## config.mk

```make
export PLATFORM = sky130hd
export DESIGN_NAME = pc_sequencer
export DESIGN_NICKNAME = d
export VERILOG_FILES = /design/src/rtl/pc_sequencer.sv
export SDC_FILE = /design/constraint.sdc
export NUM_CORES = 1
export LEC_CHECK = 0
export ABC_AREA = 1
export CAP_MARGIN = 20
export CORE_ASPECT_RATIO = 0.5
export CORE_UTILIZATION = 52
export DETAILED_ROUTE_END_ITERATION = 8
export PLACE_DENSITY = 0.92
export SLEW_MARGIN = 20
export SYNTH_ARGS = -nofsm -noshare
export SYNTH_HDL_FRONTEND = slang
export SYNTH_SLANG_ARGS = --single-unit
export TNS_END_PERCENT = 50
```

## constraint.sdc

```tcl
create_clock -name clk -period 6.3 [get_ports clk]
set_clock_uncertainty 0.05 [all_clocks]
set_input_delay 0.945 -clock clk [delete_from_list [all_inputs] [get_ports clk]]
set_output_delay 0.945 -clock clk [all_outputs]
set_load 0.05 [all_outputs]
```

## src/rtl/pc_sequencer.sv

```systemverilog
// Fetch/execute PC sequencer: BOOT -> FETCH -> EXEC loop with next-PC select; ALIGN_CHECK_EN adds misaligned-target redirect.
// Latency: one cycle per state, so two cycles minimum per instruction (ack in first FETCH, exec_done in first EXEC).
// Backpressure: FETCH holds imem_req until imem_ack; EXEC holds instr_valid until exec_done; stray handshakes are ignored.
module pc_sequencer #(
  parameter logic [31:0] BASE    = 32'h0000_3000,
  parameter logic [31:0] EXC_VEC = 32'h0000_4180
) (
  input  logic        clk,
  input  logic        reset,
  output logic        imem_req,
  output logic [31:0] imem_addr,
  input  logic        imem_ack,
  input  logic [31:0] imem_rdata,
  output logic [31:0] instr,
  output logic        instr_valid,
  input  logic        exec_done,
  input  logic [1:0]  npc_sel,
  input  logic [15:0] imm16,
  input  logic [25:0] idx26,
  input  logic [31:0] jr_addr,
  output logic [31:0] pc,
  output logic [31:0] retired,
  output logic        misalign
);

  typedef enum logic [1:0] {
    BOOT  = 2'd0,
    FETCH = 2'd1,
    EXEC  = 2'd2
  } state_t;

  state_t      state, state_nxt;
  logic        fetch_fire;
  logic        exec_fire;
  logic [31:0] pc4;
  logic [31:0] br_off;
  logic [31:0] npc;
  logic [31:0] pc_load;

  always_ff @(posedge clk or negedge reset) begin
    if (!reset) state <= BOOT;
    else        state <= state_nxt;
  end

  // Handshakes only count in the state that owns them.
  always_comb begin
    state_nxt   = state;
    imem_req    = 1'b0;
    instr_valid = 1'b0;
    fetch_fire  = 1'b0;
    exec_fire   = 1'b0;
    case (state)
      BOOT: state_nxt = FETCH;
      FETCH: begin
        imem_req = 1'b1;
        if (imem_ack) begin
          fetch_fire = 1'b1;
          state_nxt  = EXEC;
        end
      end
      EXEC: begin
        instr_valid = 1'b1;
        if (exec_done) begin
          exec_fire = 1'b1;
          state_nxt = FETCH;
        end
      end
      default: state_nxt = BOOT;
    endcase
  end

  assign imem_addr = pc;
  assign pc4       = pc + 32'd4;
  assign br_off    = {{14{imm16[15]}}, imm16, 2'b00};

  always_comb begin
    npc = pc4;
    case (npc_sel)
      2'b00: npc = pc4;
      2'b01: npc = pc4 + br_off;
      2'b10: npc = {pc4[31:28], idx26, 2'b00};
      2'b11: npc = jr_addr;
      default: npc = pc4;
    endcase
  end

`ifdef ALIGN_CHECK_EN
  logic npc_misaligned;
  assign npc_misaligned = (npc[1:0] != 2'b00);
  assign pc_load        = npc_misaligned ? EXC_VEC : npc;

  always_ff @(posedge clk or negedge reset) begin
    if (!reset) misalign <= 1'b0;
    else        misalign <= exec_fire && npc_misaligned;
  end
`else
  // EXC_VEC has no effect in this build.
  logic unused_exc_vec;
  assign unused_exc_vec = ^EXC_VEC;
  assign pc_load        = npc;
  assign misalign       = 1'b0;
`endif

  always_ff @(posedge clk or negedge reset) begin
    if (!reset) begin
      pc      <= BASE;
      instr   <= '0;
      retired <= '0;
    end else begin
      if (fetch_fire) instr <= imem_rdata;
      if (exec_fire) begin
        pc      <= pc_load;
        retired <= retired + 32'd1;
      end
    end
  end

endmodule

```

==> results of run 1 <==
power groups by stage:
stage / Combinational (uW) / Clock [uW] / Sequential [uW]
CTS: 3460 / 642 / 1110
detailed placement: 3440 / 0 / 1110
global route: 3720 / 665 / 1140
finish: 3510 / 647 / 1120
floorplan: 1700 / 0 / 1770
global placement: 3400 / 0 / 1090
through the flow:
stage / hold slack, ps / total power (uW) / std cells / cell area [um^2]
6_report: 430 / 5270 / 1587 / 10800
5_1_grt: 451 / 5530 / 1587 / 10800
4_1_cts: 430 / 5220 / 1587 / 10800
3_5_place_dp: 415 / 4550 / 1571 / 10500
3_3_place_gp: 410 / 4490 / 1571 / 10500
2_1_floorplan: 473 / 3470 / 1182 / 8130
worst paths after layout:
path	start	endpoint	slack, ps	cells after the start
setup reg to reg	imem_addr[2]	imem_addr[27]	2670	18
hold / removal	retired[31]	retired[31]	430	1
setup / recovery	imem_addr[2]	imem_addr[27]	2670	18
max in group asynchronous	reset	imem_addr[8]	4550	2
min in group asynchronous	reset	retired[19]	570	1
hold reg to reg	retired[31]	retired[31]	430	1
kinds of logic (layout without fill, tap and decap cells):
kind of cell,count (synthesis),count (layout),synth area share (%)
multiplexers,32,32,4.43
other,1,1,0.0461
AND/OR/NAND/NOR,638,638,34.3
adder cells (fa/ha/maj),39,39,6.10
XOR/XNOR,52,52,5.60
flip-flops,98,98,30.2
buffers and inverters,214,421,11.5
AO/OA/AOI/OAI,108,108,7.82
per-layer routing:
metal | track usage, % | vias up
met5 | 0 | -
met4 | 12.4 | 0
met3 | 8.59 | 85
met2 | 58.4 | 525
met1 | 52.0 | 4132
li1 | - | 4140
final cells by class:
| type | instances | area [um^2] | share of cell area, % |
|---|---|---|---|
| Sequential cell | 98 | 2450 | 22.7 |
| Tap cell | 198 | 248 | 2.29 |
| Clock buffer | 11 | 233 | 2.15 |
| Clock inverter | 5 | 110 | 1.02 |
| Timing Repair Buffer | 247 | 2450 | 22.7 |
| Multi-Input combinational cell | 870 | 4730 | 43.7 |
| Inverter | 158 | 593 | 5.48 |
cell usage in the layout (no fill, tap or decap), types with 7 or more instances in the layout:
cell	n
buf_4	7
dfrtp_1	96
xor2_1	36
o21ai_0	31
nand3_1	70
a221oi_1	9
inv_1	151
clkdlybuf4s50_1	240
nand4_1	22
nor2_1	95
clkbuf_16	9
nor3_1	19
o21bai_1	7
nor2_4	7
a21oi_1	37
mux2_2	32
ha_1	38
xnor2_1	16
nand2_1	391
worst reg2reg max path, cell delays in order (launching register included):
cell and delay (ps):
dfrtp_1 430, ha_1 220, nand2_1 100, inv_2 110
nand3_2 110, nor2_4 160, nand3_1 120, xnor2_1 570
ha_1 380, a21oi_1 250, nand2_1 120, a21oi_1 230
nor2_1 70, nor2_1 120, nand3_1 80, nand3_1 170
nand2_1 90, nand2_1 90, nand2_1 50
registers in the layout (all words and copies together) (netlist names):
name,cells
imem_addr,32
state,2
retired,32
instr,32
==> impl_metrics.json, run 1 <==
{
  "worst_setup_path_end_kind": "register",
  "dr_wl_met3_mm": 3.12,
  "clk_pin_slew_ps": 70,
  "post-cts-setup-buffer-count": 0,
  "tns_ps": 0,
  "yosysMostFrequentCell": "nand2_1",
  "synth-seq-cells": 98,
  "die_y_um": 90.4,
  "worst_pin_slew_ps": 938,
  "synth_nets": 1333,
  "crit_slowest_cell": "xnor2_1",
  "netSwitchingFraction_pct": 55.1,
  "root_buffer": "clkbuf_16",
  "ys.flop_type": "dfrtp_1",
  "rsz0062_at_grt": "false",
  "start_kind": "register",
  "die_x_um": 179,
  "hold_path.class": "register to register",
  "fillers": 1154,
  "ant_nets": 0,
  "met2WireLength_mm": 13.4,
  "viasPerCell": 5.60,
  "timing.max_slew.rel_slack_pct": 37.4,
  "die_area_mm2": 0.0162,
  "cts_sinks": 98,
  "antenna_found_initial": 0,
  "gp_congestion": 1.01,
  "synth_enable_flop_cells": 0,
  "portBuffers": 241,
  "synth_top_area_cell": "dfrtp_1",
  "htreeDepth": 3,
  "first_pass_iters": 7,
  "timing.final.crit_share_pct": 57.7,
  "syn_inst": 1182,
  "post-place-ws_ps": 2450,
  "yosysWarnings": 0,
  "drt-initial-drc-count": 944,
  "fin_nets": 1535,
  "worst_path_largest_cell_delay_ps": 570,
  "slew_violations": 0,
  "grt_usage_pct": 37.8,
  "syn_area_mm2": 0.00813,
  "routed.top_layer": "met4",
  "syn_avg_cell_area_um2": 6.88,
  "maxCapViolations": 0,
  "cp_data_required_time_ps": 6490,
  "cts.repair.resized": 0,
  "grt_overflow": 0,
  "antenna_cells": 0,
  "initial_utilization_pct": 54.7,
  "cts_buffers": 9,
  "sequentialPowerShare_pct": 21.2,
  "post-route-min-period_ps": 3630,
  "grt_max_degree": 54,
  "cts_hold_buf": 0,
  "core-area_mm2": 0.0149,
  "cp_cell_sequence": "ha_1, nand2_1, inv_2, nand3_2, nor2_4, nand3_1, xnor2_1, ha_1, a21oi_1, nand2_1, a21oi_1, nor2_1, nor2_1, nand3_1, nand3_1, nand2_1, nand2_1, nand2_1",
  "path_buf_inv": 1,
  "internal_power_uw": 2370,
  "setup-violations-final": 0,
  "drive_above_1_share_pct": 6.41,
  "async_reset_ff_share_pct": 100,
  "critical_path.top_delay_family": "simple AND/OR/NAND/NOR gates",
  "cpMostUsedCell": "nand2_1",
  "final_core_util_pct": 72.9,
  "peakVddDrop_uv": 438,
  "wirelength_mm": 29.9,
  "drc": 0,
  "io_pins": 243,
  "ys_types": 46,
  "cellLeakagePower_uw": 0.00537,
  "yosysSeqAreaShare_pct": 30.2,
  "synth_top_area_share_pct": 29.6,
  "arrival_ps": 3820,
  "crit_type": "register to register",
  "worst_slack_ps": 2670,
  "clkPwrFrac_pct": 12.3,
  "clock_path_buffers": 2,
  "power_frac_comb_pct": 66.5,
  "grt_pass1_vias": 8590,
  "wl_per_cell_um": 18.9,
  "ys_top_cells_by_count": "nand2_1 (391), inv_1 (151), dfrtp_1 (96), nor2_1 (95), nand3_1 (70)",
  "fmax_ghz": 0.275,
  "vias": 8882,
  "cts_tree": "done",
  "hpwlAfterDp_mm": 23.0,
  "grt_pass1_wl_mm": 46.9,
  "areaGrowthSynthToFinish_pct": 33.2,
  "yosys-top-cells-area": "dfrtp_1 (30%), nand2_1 (18%), inv_1 (7.0%)",
  "clkLatencyLatePin_ps": 350,
  "drt-met1-wl_mm": 12.5,
  "hold_viol": 0,
  "num_rows": 31,
  "cp_max_fo": 5,
  "power_density_mw_per_mm2": 487,
  "status": "finished, final reports clean",
  "switching_power_uw": 2900
}
(Power assumes the default switching activity.)
==> run 2: changes to the inputs <==
- CORE_UTILIZATION: 52 -> 44
- PLACE_DENSITY: 0.92 -> 0.83
- clock period: 6.3 -> 3 ns (I/O delays scaled with it)
==> impl_metrics.json, run 2 (synthesis results as in run 1) <==
{
  "io_pins": 243,
  "violations": "negative setup slack",
  "drc": 0,
  "crit_type": "register to register",
  "drive_above_1_share_pct": 27.8,
  "fillers": 1278,
  "final_common_cell": "nand2_1",
  "core-area_mm2": 0.0177,
  "gp_congestion": 1.05,
  "fmax_ghz": 0.324,
  "hold_viol": 0,
  "routed.top_layer": "met4",
  "die_area_mm2": 0.0191,
  "dr_wl_met3_mm": 3.46,
  "worst_path_largest_cell_delay_ps": 410,
  "post-place-ws_ps": -457,
  "cts_tree": "done",
  "critical_path.top_delay_family": "simple AND/OR/NAND/NOR gates",
  "worst_slack_ps": -91.2,
  "crit_slowest_cell": "dfrtp_2",
  "post-route-min-period_ps": 3090,
  "num_rows": 34,
  "root_buffer": "clkbuf_16",
  "peakVddDrop_uv": 651,
  "grt_pass1_vias": 9158,
  "met2WireLength_mm": 14.7,
  "rsz0062_at_grt": "true",
  "worst_setup_path_end_kind": "register",
  "clock_path_buffers": 2,
  "arrival_ps": 3280,
  "cp_data_required_time_ps": 3180,
  "cts_buffers": 9,
  "status": "complete, but fails checks",
  "final_cell_mix": "nand2_1 (335), clkdlybuf4s50_1 (240), buf_4 (149), inv_1 (141), dfrtp_1 (89)",
  "drt-initial-drc-count": 790,
  "timing.final.crit_share_pct": 103,
  "grt_overflow": 0,
  "setup-violations-final": 11,
  "final_core_util_pct": 73.7,
  "maxCapViolations": 0,
  "wirelength_mm": 32.4,
  "wl_per_cell_um": 18.3,
  "cts_sinks": 98,
  "cellLeakagePower_uw": 0.00626,
  "start_kind": "register",
  "timing.max_slew.rel_slack_pct": 45.1,
  "initial_utilization_pct": 45.8,
  "antenna_found_initial": 0,
  "areaGrowthSynthToFinish_pct": 60.9,
  "die_y_um": 98.1,
  "cts_hold_buf": 0,
  "clkLatencyLatePin_ps": 350,
  "first_pass_iters": 5,
  "clk_pin_slew_ps": 80,
  "worst_pin_slew_ps": 823,
  "ant_nets": 0,
  "power_density_mw_per_mm2": 1010,
  "grt_pass1_wl_mm": 48.9,
  "cpMostUsedCell": "nand2_1",
  "htreeDepth": 3,
  "portBuffers": 241,
  "slew_violations": 0,
  "hold_path.class": "input pin to async pin",
  "grt_max_degree": 61,
  "die_x_um": 194,
  "antenna_cells": 0,
  "tns_ps": -417,
  "cp_max_fo": 4,
  "vias": 9557,
  "drt-met1-wl_mm": 13.3,
  "grt_usage_pct": 32.7,
  "viasPerCell": 5.41,
  "hpwlAfterDp_mm": 24.6,
  "cp_cell_sequence": "inv_1, nor2_4, nand4_1, buf_4, xor2_2, buf_4, ha_4, buf_4, nand2_2, inv_1, nand2_1, nor3_1, nand2_1, nand2_2, buf_4, nand2_1, nand2_1, nand2_1, nand3_1, nand2_1, nand2_1, nand2_1",
  "path_buf_inv": 6,
  "fin_nets": 1680
}
## run 2: report_power, final
group	switching [uW]	leakage, uW	internal, uW
Sequential	452	0.00119	1780
Clock	573	0.000152	670
Combinational	6060	0.00491	3720
Total	7090	0.00626	6170
## run 2: area by class of cell
type | instances | area [um^2] | area share [%]
Timing Repair Buffer | 392 | 3570 | 27.3
Inverter | 158 | 593 | 4.54
Clock buffer | 10 | 229 | 1.75
Tap cell | 234 | 293 | 2.24
Multi-Input combinational cell | 870 | 5850 | 44.7
Sequential cell | 98 | 2460 | 18.8
Clock inverter | 6 | 78.8 | 0.603
## run 2: repair_timing
action,CTS,global route
buffers inserted,11,7
endpoints found under the setup margin,18,25
gates resized for setup,118,130
pin swaps,34,49
## run 2: routing by layer
layer	track usage (%)	up-vias
met4	8.85	0
met2	52.7	543
met5	0	-
li1	-	4434
met1	44.0	4493
met3	7.74	87
## run 2: path summary, 6_finish.rpt
kind / startpoint / depth (start not counted) / to / slack (ps)
worst min register to register: retired[31] / 1 / retired[31] / 440
min in group clk: retired[31] / 1 / retired[31] / 440
worst max register to register: imem_addr[2] / 22 / imem_addr[31] / -90
worst max-delay path: imem_addr[2] / 22 / imem_addr[31] / -90
max in group asynchronous: reset / 2 / retired[2] / 1910
worst min-delay path: reset / 1 / retired[21] / 140
## run 2: worst register-to-register path, delay by kind of cell (launching register included)
kind                     cells  cell delay [ps]
flip-flops                   1              410
AND/OR/NAND/NOR             14             1290
adder cells (fa/ha/maj)      1              280
buffers and inverters        6              800
XOR/XNOR                     1              150
## run 2: stage by stage
stage	total power, uW	hold slack, ps	area, um^2	instances
final	13300	141	13100	1768
after global routing	13800	198	13100	1768
after CTS	12400	169	12400	1761
after detailed placement	10500	437	11500	1735
after global placement	10400	430	11500	1735
after floorplan	7300	104	8130	1182
